## src/rtl/apu_sample_capture.sv

```systemverilog
// APU audio capture: NR51/NR50 digital mix, boxcar decimation, stereo PCM FIFO.
// Optional per-side DC-blocking filter enabled by defining APU_CAPTURE_HPF_EN.
module apu_sample_capture #(
  parameter int DIV        = 95,
  parameter int SHIFT      = 1,
  parameter int FIFO_DEPTH = 4
) (
  input  logic        apuv_4mhz,
  input  logic        reset,
  input  logic [3:0]  ch1_out,
  input  logic [3:0]  ch2_out,
  input  logic [3:0]  wave_dac_d,
  input  logic [3:0]  ch4_out,
  input  logic        nch1_amp_en,
  input  logic        nch2_amp_en,
  input  logic        ch3_active,
  input  logic        nch4_amp_en,
  input  logic        namp_en,
  input  logic [7:0]  nr51,
  input  logic [2:0]  nr50_lvol,
  input  logic [2:0]  nr50_rvol,
  output logic [15:0] sample_l,
  output logic [15:0] sample_r,
  output logic        sample_valid,
  input  logic        sample_ready,
  output logic [7:0]  drop_cnt
);
  localparam int        AW   = $clog2(FIFO_DEPTH);
  localparam logic [7:0] LAST = 8'(DIV - 1);

  // Channel index 0..3 = ch1..ch4; side 0 = right (nr51[3:0]), side 1 = left.
  logic [3:0][3:0] code;
  logic [3:0]      ch_en;
  assign code  = {ch4_out, wave_dac_d, ch2_out, ch1_out};
  assign ch_en = {~nch4_amp_en, ch3_active, ~nch2_amp_en, ~nch1_amp_en} & {4{~namp_en}};

  logic signed [10:0] mix  [2];
  logic signed [10:0] gain [2];
  logic signed [10:0] prod [2];
  logic [2:0]         vol  [2];

  always_comb begin
    vol[0] = nr50_rvol;
    vol[1] = nr50_lvol;
    for (int s = 0; s < 2; s++) begin
      mix[s] = '0;
      for (int c = 0; c < 4; c++)
        if (ch_en[c] && nr51[4*s+c])
          mix[s] = mix[s] + ($signed({6'd0, code[c], 1'b0}) - 11'sd15);
      gain[s] = $signed({8'd0, vol[s]}) + 11'sd1;
      prod[s] = mix[s] * gain[s];
    end
  end

  logic [7:0]         cnt_q, cnt_d;
  logic signed [17:0] acc_q [2];
  logic signed [17:0] acc_d [2];
  logic signed [17:0] win   [2];
  logic signed [17:0] shf   [2];
  logic signed [15:0] sat   [2];
  logic signed [15:0] push_val [2];
  logic               win_end;

  assign win_end = (cnt_q == LAST);

  always_comb begin
    cnt_d = win_end ? 8'd0 : cnt_q + 8'd1;
    for (int s = 0; s < 2; s++) begin
      win[s] = acc_q[s] + prod[s];
      shf[s] = win[s] >>> SHIFT;
      if (shf[s] > 18'sd32767)       sat[s] = 16'sh7fff;
      else if (shf[s] < -18'sd32768) sat[s] = 16'sh8000;
      else                           sat[s] = shf[s][15:0];
      acc_d[s] = win_end ? 18'sd0 : win[s];
    end
  end

`ifdef APU_CAPTURE_HPF_EN
  // DC blocker: y = x - x_prev + y_prev - y_prev/256, stepped once per window.
  logic signed [17:0] xp_q [2];
  logic signed [17:0] xp_d [2];
  logic signed [17:0] yp_q [2];
  logic signed [17:0] yp_d [2];
  logic signed [19:0] y_full [2];

  always_comb begin
    for (int s = 0; s < 2; s++) begin
      y_full[s] = 20'(sat[s]) - 20'(xp_q[s]) + 20'(yp_q[s]) - 20'(yp_q[s] >>> 8);
      if (y_full[s] > 20'sd32767)       push_val[s] = 16'sh7fff;
      else if (y_full[s] < -20'sd32768) push_val[s] = 16'sh8000;
      else                              push_val[s] = y_full[s][15:0];
      xp_d[s] = win_end ? 18'(sat[s])      : xp_q[s];
      yp_d[s] = win_end ? 18'(push_val[s]) : yp_q[s];
    end
  end

  always_ff @(posedge apuv_4mhz) begin
    for (int s = 0; s < 2; s++) begin
      if (reset) begin
        xp_q[s] <= '0;
        yp_q[s] <= '0;
      end else begin
        xp_q[s] <= xp_d[s];
        yp_q[s] <= yp_d[s];
      end
    end
  end
`else
  always_comb begin
    for (int s = 0; s < 2; s++) push_val[s] = sat[s];
  end
`endif

  // FIFO of {left, right}; pointers carry an extra wrap bit.
  logic [31:0] mem_q [FIFO_DEPTH];
  logic [31:0] mem_d [FIFO_DEPTH];
  logic [AW:0] wptr_q, wptr_d, rptr_q, rptr_d;
  logic [31:0] last_q, last_d, head;
  logic [7:0]  drop_q, drop_d;
  logic        empty, full, pop, push, drop;

  assign empty = (wptr_q == rptr_q);
  assign full  = (wptr_q[AW] != rptr_q[AW]) && (wptr_q[AW-1:0] == rptr_q[AW-1:0]);
  assign head  = mem_q[rptr_q[AW-1:0]];
  assign pop   = !empty && sample_ready;
  // A pop on the same edge frees the slot, so a full FIFO still accepts the push.
  assign push  = win_end && (!full || pop);
  assign drop  = win_end && full && !pop;

  always_comb begin
    mem_d = mem_q;
    if (push) mem_d[wptr_q[AW-1:0]] = {push_val[1], push_val[0]};
    wptr_d = push ? wptr_q + 1'b1 : wptr_q;
    rptr_d = pop  ? rptr_q + 1'b1 : rptr_q;
    last_d = pop  ? head : last_q;
    drop_d = (drop && drop_q != 8'hff) ? drop_q + 8'd1 : drop_q;
  end

  always_ff @(posedge apuv_4mhz) begin
    mem_q <= mem_d;
    if (reset) begin
      cnt_q  <= '0;
      wptr_q <= '0;
      rptr_q <= '0;
      last_q <= '0;
      drop_q <= '0;
      for (int s = 0; s < 2; s++) acc_q[s] <= '0;
    end else begin
      cnt_q  <= cnt_d;
      wptr_q <= wptr_d;
      rptr_q <= rptr_d;
      last_q <= last_d;
      drop_q <= drop_d;
      for (int s = 0; s < 2; s++) acc_q[s] <= acc_d[s];
    end
  end

  assign sample_valid = !empty;
  assign sample_l     = empty ? last_q[31:16] : head[31:16];
  assign sample_r     = empty ? last_q[15:0]  : head[15:0];
  assign drop_cnt     = drop_q;

endmodule
```

## config.mk

```make
export PLATFORM = sky130hd
export DESIGN_NAME = apu_sample_capture
export DESIGN_NICKNAME = d
export VERILOG_FILES = /design/src/rtl/apu_sample_capture.sv
export SDC_FILE = /design/constraint.sdc
export NUM_CORES = 1
export LEC_CHECK = 0
export CAP_MARGIN = 20
export CORE_MARGIN = 1
export CORE_UTILIZATION = 40
export CTS_CLUSTER_DIAMETER = 60
export DETAILED_ROUTE_END_ITERATION = 8
export PLACE_DENSITY = 0.62
export SYNTH_ARGS = -nofsm -noshare
export SYNTH_HDL_FRONTEND = slang
export SYNTH_SLANG_ARGS = --single-unit
```

## constraint.sdc

```tcl
create_clock -name apuv_4mhz -period 12.55 [get_ports apuv_4mhz]
set_input_delay 1.8825 -clock apuv_4mhz [delete_from_list [all_inputs] [get_ports apuv_4mhz]]
set_output_delay 1.8825 -clock apuv_4mhz [all_outputs]
set_load 0.01 [all_outputs]
```

==> results.py, run 1 <==
metrics = {
    "status": {
        "outcome": "complete, no violations",
    },
    "synth": {
        "synth_fp_nets": 1655,
        "async_flop_share": 0,
        "synth_edf_count": 128,
        "yosys_most_used_dff": "edfxtp_1",
        "yosysWarnings": 0,
        "ys_types": 83,
        "yosysSeqAreaShare": 0.377,
        "synth_area_leaders": "edfxtp_1, dfxtp_1, ha_1, fa_1, mux4_2",
        "synth_top_area_share": 0.257,
        "synth_area_sq_um": 15000,
        "synth_seq_cells": 218,
        "synth_area_per_cell_sq_um": 10.3,
        "yosysTopAreaCell": "edfxtp_1",
        "syn_inst": 1457,
    },
    "layout": {
        "fin_cells": 2026,
        "drive_above_1_share": 0.123,
        "antenna_cells": 0,
        "area_growth_pct": 15.0,
        "fill_cells": 3349,
        "finalInstanceArea_sq_um": 17200,
        "fin_nets": 1742,
        "fin_util": 0.469,
    },
    "sta": {
        "timing.final.hold_violations": 0,
        "min_period_over_period": 0.963,
        "setup_viol": 0,
        "fin_skew_ns": 0.0114,
        "fmax_mhz": 82.8,
        "final_max_slew_viol_count": 0,
        "worstMarginPinSlew_ns": 0.867,
        "maxSlewHeadroom": 0.421,
        "tns_ns": 0,
        "fin_crit_ns": 12.08,
    },
    "global_route": {
        "grt_pass1_vias": 10450,
        "grt_pass1_wl_mm": 50.4,
        "grt-ovfl-total": 0,
        "antenna_found_initial": 1,
        "grtUsageTotal": 0.159,
        "grt_start_max_net_pins": 49,
    },
    "placed_design": {
        "dp_cells": 1979,
        "portBuffers": 78,
        "place_congestion": 0.882,
        "dpl-instance-area_sq_um": 16300,
        "dp_hpwl_mm": 22.4,
    },
    "worst_setup_path": {
        "cp_max_fo": 7,
        "cp_slowest_cell": "fa_1",
        "crit_path_frequent_cell": "xnor2_1",
        "crit_required_ns": 12.77,
        "worst_setup_path_start_kind": "primary input",
        "crit_type": "primary input to register",
        "r2r_start": "acc_q[0][18]$_SDFF_PP0_",
        "max_stage_delay_ns": 0.55,
        "crit_start": "nch1_amp_en",
        "crit_path_end_kind": "register",
        "cp_data_arrival_time_ns": 12.30,
    },
    "route": {
        "antenna_left": 0,
        "firstDrtPassIters": 4,
        "drc": 0,
        "viasPerCell": 5.17,
        "first_iter_violations": 350,
        "drt-total-wl_mm": 30.4,
        "num_vias": 10465,
        "routedWlPerCell_um": 15.0,
    },
    "floorplanning": {
        "die-area_sq_um": 38200,
        "core-area_sq_um": 36700,
        "std_cell_rows": 70,
        "pin_count": 79,
        "fp.dieW_um": 195,
        "die_y_um": 195,
        "initial_core_util": 0.408,
    },
    "power_and_ir_drop": {
        "total_power_mw": 2.88,
        "powerDensity_nw_per_um2": 167,
        "peakVddDrop_uv": 77.0,
        "p_leak_nw": 6.91,
    },
    "clock_network": {
        "numClockSinks": 218,
        "cts_tree": "done",
        "hold_buffers": 0,
        "cts_root_buffer": "clkbuf_16",
        "insertion_delay_ns": 0.49,
        "numCtsBuffers": 20,
        "cts.path.max_buffers": 3,
        "htreeDepth": 1,
        "clk_pin_slew_ns": 0.07,
    },
    "hold_path": {
        "hp-class": "register to register",
        "hp-start": "last_q[10]$_SDFFE_PP0P_",
    },
    "flow_run": {
        "maxCapViolCount": 0,
    },
}
==> cell usage after synthesis (6+ instances only) <==
library cell,n
or2_2,19
or3_1,7
xnor2_1,80
nand2_1,120
clkbuf_1,35
inv_1,115
mux2_2,36
o21a_1,15
maj3_2,9
a21oi_1,88
nand3_1,25
ha_1,122
and2_1,47
maj3_1,23
a211oi_1,8
o21ai_0,57
nor2b_1,14
nand2b_1,12
mux2i_1,8
xor2_1,35
a21o_1,26
o21bai_1,11
a31oi_1,8
o211ai_1,6
dfxtp_1,90
and3_1,10
nor3_1,12
fa_1,38
edfxtp_1,128
nand3b_1,6
mux4_2,32
nor2_1,132
==> power by group <==
group	internal, mW	switching [mW]	leakage (nW)
clock network	0.399	0.255	0.357
registers	1.01	0.0172	1.89
logic	0.507	0.686	4.67
==> cells in the final DEF, fill, tap and decap left out, types with 11 or more instances in the layout <==
cell	Yosys	layout
nand2_1	120	120
nor3_1	12	12
mux4_2	32	32
maj3_1	23	23
edfxtp_1	128	128
dfxtp_1	90	89
nor2b_1	14	14
and2_1	47	46
inv_1	115	114
mux2_2	36	36
nor2_1	132	131
or2_2	19	19
clkbuf_16	0	22
xor2_1	35	34
o21ai_0	57	54
ha_1	122	121
fa_1	38	38
a21o_1	26	26
nand2b_1	12	12
clkdlybuf4s50_1	0	78
nand3_1	25	25
a21oi_1	88	88
o21bai_1	11	11
o21a_1	15	15
xnor2_1	80	79
buf_4	1	29
==> metrics by stage <==
stage	setup WS (ns)	hold WS, ns
after detailed placement	-0.103	0.446
final	0.466	0.452
after floorplan	0.859	0.434
after global placement	0.161	0.438
after global routing	-0.0877	0.480
after CTS	0.387	0.456
==> sequential cells by signal (all words and copies together), names as in the netlist <==
name and flops:
drop_cnt 8, rptr_q 3, mem_q 128, cnt_q 8, last_q 32, wptr_q 3, acc_q 36
==> per-layer routing <==
layer	share of wire	track usage	routed length (um)	up-vias
met5	0	0	0	-
met4	0.014	0.0365	427	0
met3	0.028	0.0133	840	34
met2	0.49	0.285	14900	158
met1	0.47	0.206	14200	4958
li1	-	-	-	5315
==> worst max-delay path: cells and delay by family <==
family	cells	cell delay [ns]
AO/OA/AOI/OAI	14	2.60
XOR/XNOR	8	1.57
adder cells (fa/ha/maj)	9	3.19
buffers and inverters	6	0.98
multiplexers	1	0.19
AND/OR/NAND/NOR	11	1.91
==> kinds of logic after synthesis <==
logic type,after synthesis,synth area share
muxes,77,0.0821
and+or+nand+nor,421,0.134
xor gates and xnor gates,121,0.0764
DFF,218,0.377
adders and majority gates,192,0.175
AOI/OAI and AO/OA,267,0.113
buffers and inverters,161,0.0425
==> timing repair <==
action                     4_1_cts  5_1_grt
setup endpoints to repair        0      130
setup buffers                    0        8
gates resized for setup          0       16
==> final timing paths <==
path | endpoint | slack (ns) | depth (start not counted)
setup / recovery | mem_q[117]$_DFFE_PP_ | 0.47 | 49
hold / removal | last_q[10]$_SDFFE_PP0P_ | 0.45 | 2
setup reg to reg | mem_q[115]$_DFFE_PP_ | 8.64 | 15
hold reg to reg | last_q[10]$_SDFFE_PP0P_ | 0.45 | 2
==> final cells by class <==
class | count | area (sq um) | area share
multi-input cells | 1081 | 8810 | 0.512
flip-flops and latches | 218 | 5650 | 0.328
repair buffers | 107 | 998 | 0.0580
clock buffers | 28 | 603 | 0.0351
well taps | 468 | 586 | 0.0340
inverters | 116 | 437 | 0.0254
clock inverters | 8 | 121 | 0.00705
Power figures use the tool's default switching activity.
==> run 2, diff against run 1 <==
CORE_MARGIN = 5   (was 1)
==> run 2 against run 1 <==
Compared with the run above: non-clock buffer count fell by 2; clock power fell by 5.2%; maximum frequency rose by 1.9%; first-iteration DRC count rose by 38%; sequential power barely moved; largest cell class unchanged.
==> results.py, run 2 (same netlist as run 1, synthesis figures left out) <==
metrics = {
    "route": {
        "viasPerCell": 5.21,
        "firstDrtPassIters": 5,
        "num_vias": 10541,
        "antenna_left": 0,
        "drt-total-wl_mm": 30.2,
        "first_iter_violations": 483,
        "drc": 0,
        "routedWlPerCell_um": 14.9,
    },
    "floorplanning": {
        "std_cell_rows": 70,
        "core-area_sq_um": 36800,
        "pin_count": 79,
        "fp.dieW_um": 203,
        "die_y_um": 203,
        "die-area_sq_um": 41400,
        "initial_core_util": 0.407,
    },
    "placed_design": {
        "portBuffers": 78,
        "dpl-instance-area_sq_um": 16300,
        "post-place-ws_ns": -0.168,
        "place_congestion": 0.891,
        "dp_hpwl_mm": 22.4,
    },
    "sta": {
        "fin_skew_ns": 0.00525,
        "tns_ns": 0,
        "fmax_mhz": 84.3,
        "setup_viol": 0,
        "final_max_slew_viol_count": 0,
        "maxSlewHeadroom": 0.378,
        "fin_crit_ns": 11.86,
        "worstMarginPinSlew_ns": 0.933,
        "min_period_over_period": 0.945,
        "setup_ws_ns": 0.693,
        "timing.final.hold_violations": 0,
    },
    "power_and_ir_drop": {
        "p_leak_nw": 6.84,
        "peakVddDrop_uv": 80.9,
        "switching_power_mw": 0.945,
        "total_power_mw": 2.82,
        "powerDensity_nw_per_um2": 165,
        "p_comb_frac": 0.415,
        "seq_power_share": 0.365,
        "power.share.switching": 0.335,
        "p_clk_frac": 0.220,
        "p_int_mw": 1.87,
    },
    "layout": {
        "fin_nets": 1739,
        "largest_reg_flops": 128,
        "finalInstanceArea_sq_um": 17100,
        "area_growth_pct": 14.1,
        "antenna_cells": 0,
        "drive_above_1_share": 0.118,
        "fill_cells": 3402,
        "top_register": "mem_q",
        "final_cell_mix": "nor2_1, edfxtp_1, ha_1",
        "largest_registers": "mem_q (128), acc_q (36), last_q (32)",
        "final_common_cell": "nor2_1",
    },
    "global_route": {
        "antenna_found_initial": 0,
        "grt_pass1_vias": 10347,
        "grtUsageTotal": 0.143,
        "grt_pass1_wl_mm": 50.5,
        "grt-ovfl-total": 0,
        "grt_start_max_net_pins": 49,
    },
    "status": {
        "outcome": "complete, no violations",
    },
    "worst_setup_path": {
        "crit_path_end_kind": "register",
        "reg2reg_depth": 15,
        "timing.rr.end": "mem_q[17]$_DFFE_PP_",
        "ff2ff_setup_slack_ns": 8.68,
        "cp_slowest_cell": "clkdlybuf4s50_1",
        "cp_max_fo": 9,
        "r2r_start": "acc_q[0][18]$_SDFF_PP0_",
        "crit_type": "primary input to register",
        "worst_setup_path_start_kind": "primary input",
        "crit_required_ns": 12.76,
        "cp_data_arrival_time_ns": 12.07,
        "max_stage_delay_ns": 0.56,
    },
    "hold_path": {
        "worstHoldEndpoint": "last_q[25]$_SDFFE_PP0P_",
        "hp-start": "last_q[25]$_SDFFE_PP0P_",
        "hp-class": "register to register",
        "whs_path_depth": 2,
    },
    "flow_run": {
        "maxCapViolCount": 0,
    },
    "clock_network": {
        "cts_tree": "done",
        "insertion_delay_ns": 0.48,
        "cts_root_buffer": "clkbuf_16",
        "cts.path.max_buffers": 3,
        "numClockSinks": 218,
        "htreeDepth": 1,
        "clk_pin_slew_ns": 0.06,
        "numCtsBuffers": 21,
    },
}
run 2: metal layers:
metal  vias to the layer above  global-route usage  share of wire
li1                       5307                   -              -
met1                      5044               0.192           0.47
met2                       150               0.251           0.48
met3                        40              0.0145          0.031
met4                         0              0.0308          0.017
met5                         -                   0              0
run 2: cell type report:
| cell class | instances | area (sq um) | share of cell area |
|---|---|---|---|
| clock buffer | 28 | 582 | 0.0341 |
| clock inverter | 9 | 98.8 | 0.00579 |
| inverter | 116 | 437 | 0.0256 |
| multi-input combinational | 1079 | 8750 | 0.512 |
| sequential | 218 | 5650 | 0.331 |
| tap | 468 | 586 | 0.0343 |
| timing repair buffer | 105 | 983 | 0.0576 |
run 2: worst max-delay path by stage:
| stage | endpoint | start | slack, ns | cells past startpoint |
|---|---|---|---|---|
| 3_3_place_gp | mem_q[110]$_DFFE_PP_ | nch1_amp_en | 0.12 | 47 |
| 4_1_cts | mem_q[110]$_DFFE_PP_ | nch1_amp_en | 0.35 | 46 |
| 3_5_place_dp | mem_q[46]$_DFFE_PP_ | nch1_amp_en | -0.17 | 46 |
| 2_1_floorplan | mem_q[102]$_DFFE_PP_ | nr51[0] | 0.86 | 46 |
| 6_report | mem_q[110]$_DFFE_PP_ | nch1_amp_en | 0.69 | 48 |
| 5_1_grt | mem_q[110]$_DFFE_PP_ | nch1_amp_en | -0.04 | 48 |
run 2: critical path, delay by kind of cell:
kind	cells	cell delay, ns
AO/OA/AOI/OAI	12	1.76
XOR/XNOR	7	1.36
adder cells (fa/ha/maj)	11	4.38
buffers and inverters	7	1.12
multiplexers	1	0.28
AND/OR/NAND/NOR	10	1.27
run 2: repair_timing:
action | 4_1_cts | 5_1_grt
buffers inserted | 0 | 6
resized for setup | 0 | 13
hold buffers | 0 | 0
hold endpoints to repair | 0 | 0
endpoints found under the setup margin | 0 | 125
run 2: power by group through the flow:
stage / Clock (mW) / Sequential (mW) / Combinational [mW]
finish: 0.621 / 1.03 / 1.17
global route: 0.670 / 1.03 / 1.31
CTS: 0.639 / 1.03 / 1.13
detailed placement: 0 / 1.04 / 1.12
global placement: 0 / 1.04 / 1.08
floorplan: 0 / 1.04 / 0.878
run 2: per-stage QoR:
stage               utilization  std cells  hold WS [ns]
global placement          0.443       1979         0.438
global route              0.464       2023         0.474
floorplan                     -       1457         0.434
CTS                       0.461       2016         0.453
detailed placement        0.443       1979         0.444
finish                    0.464       2023         0.453
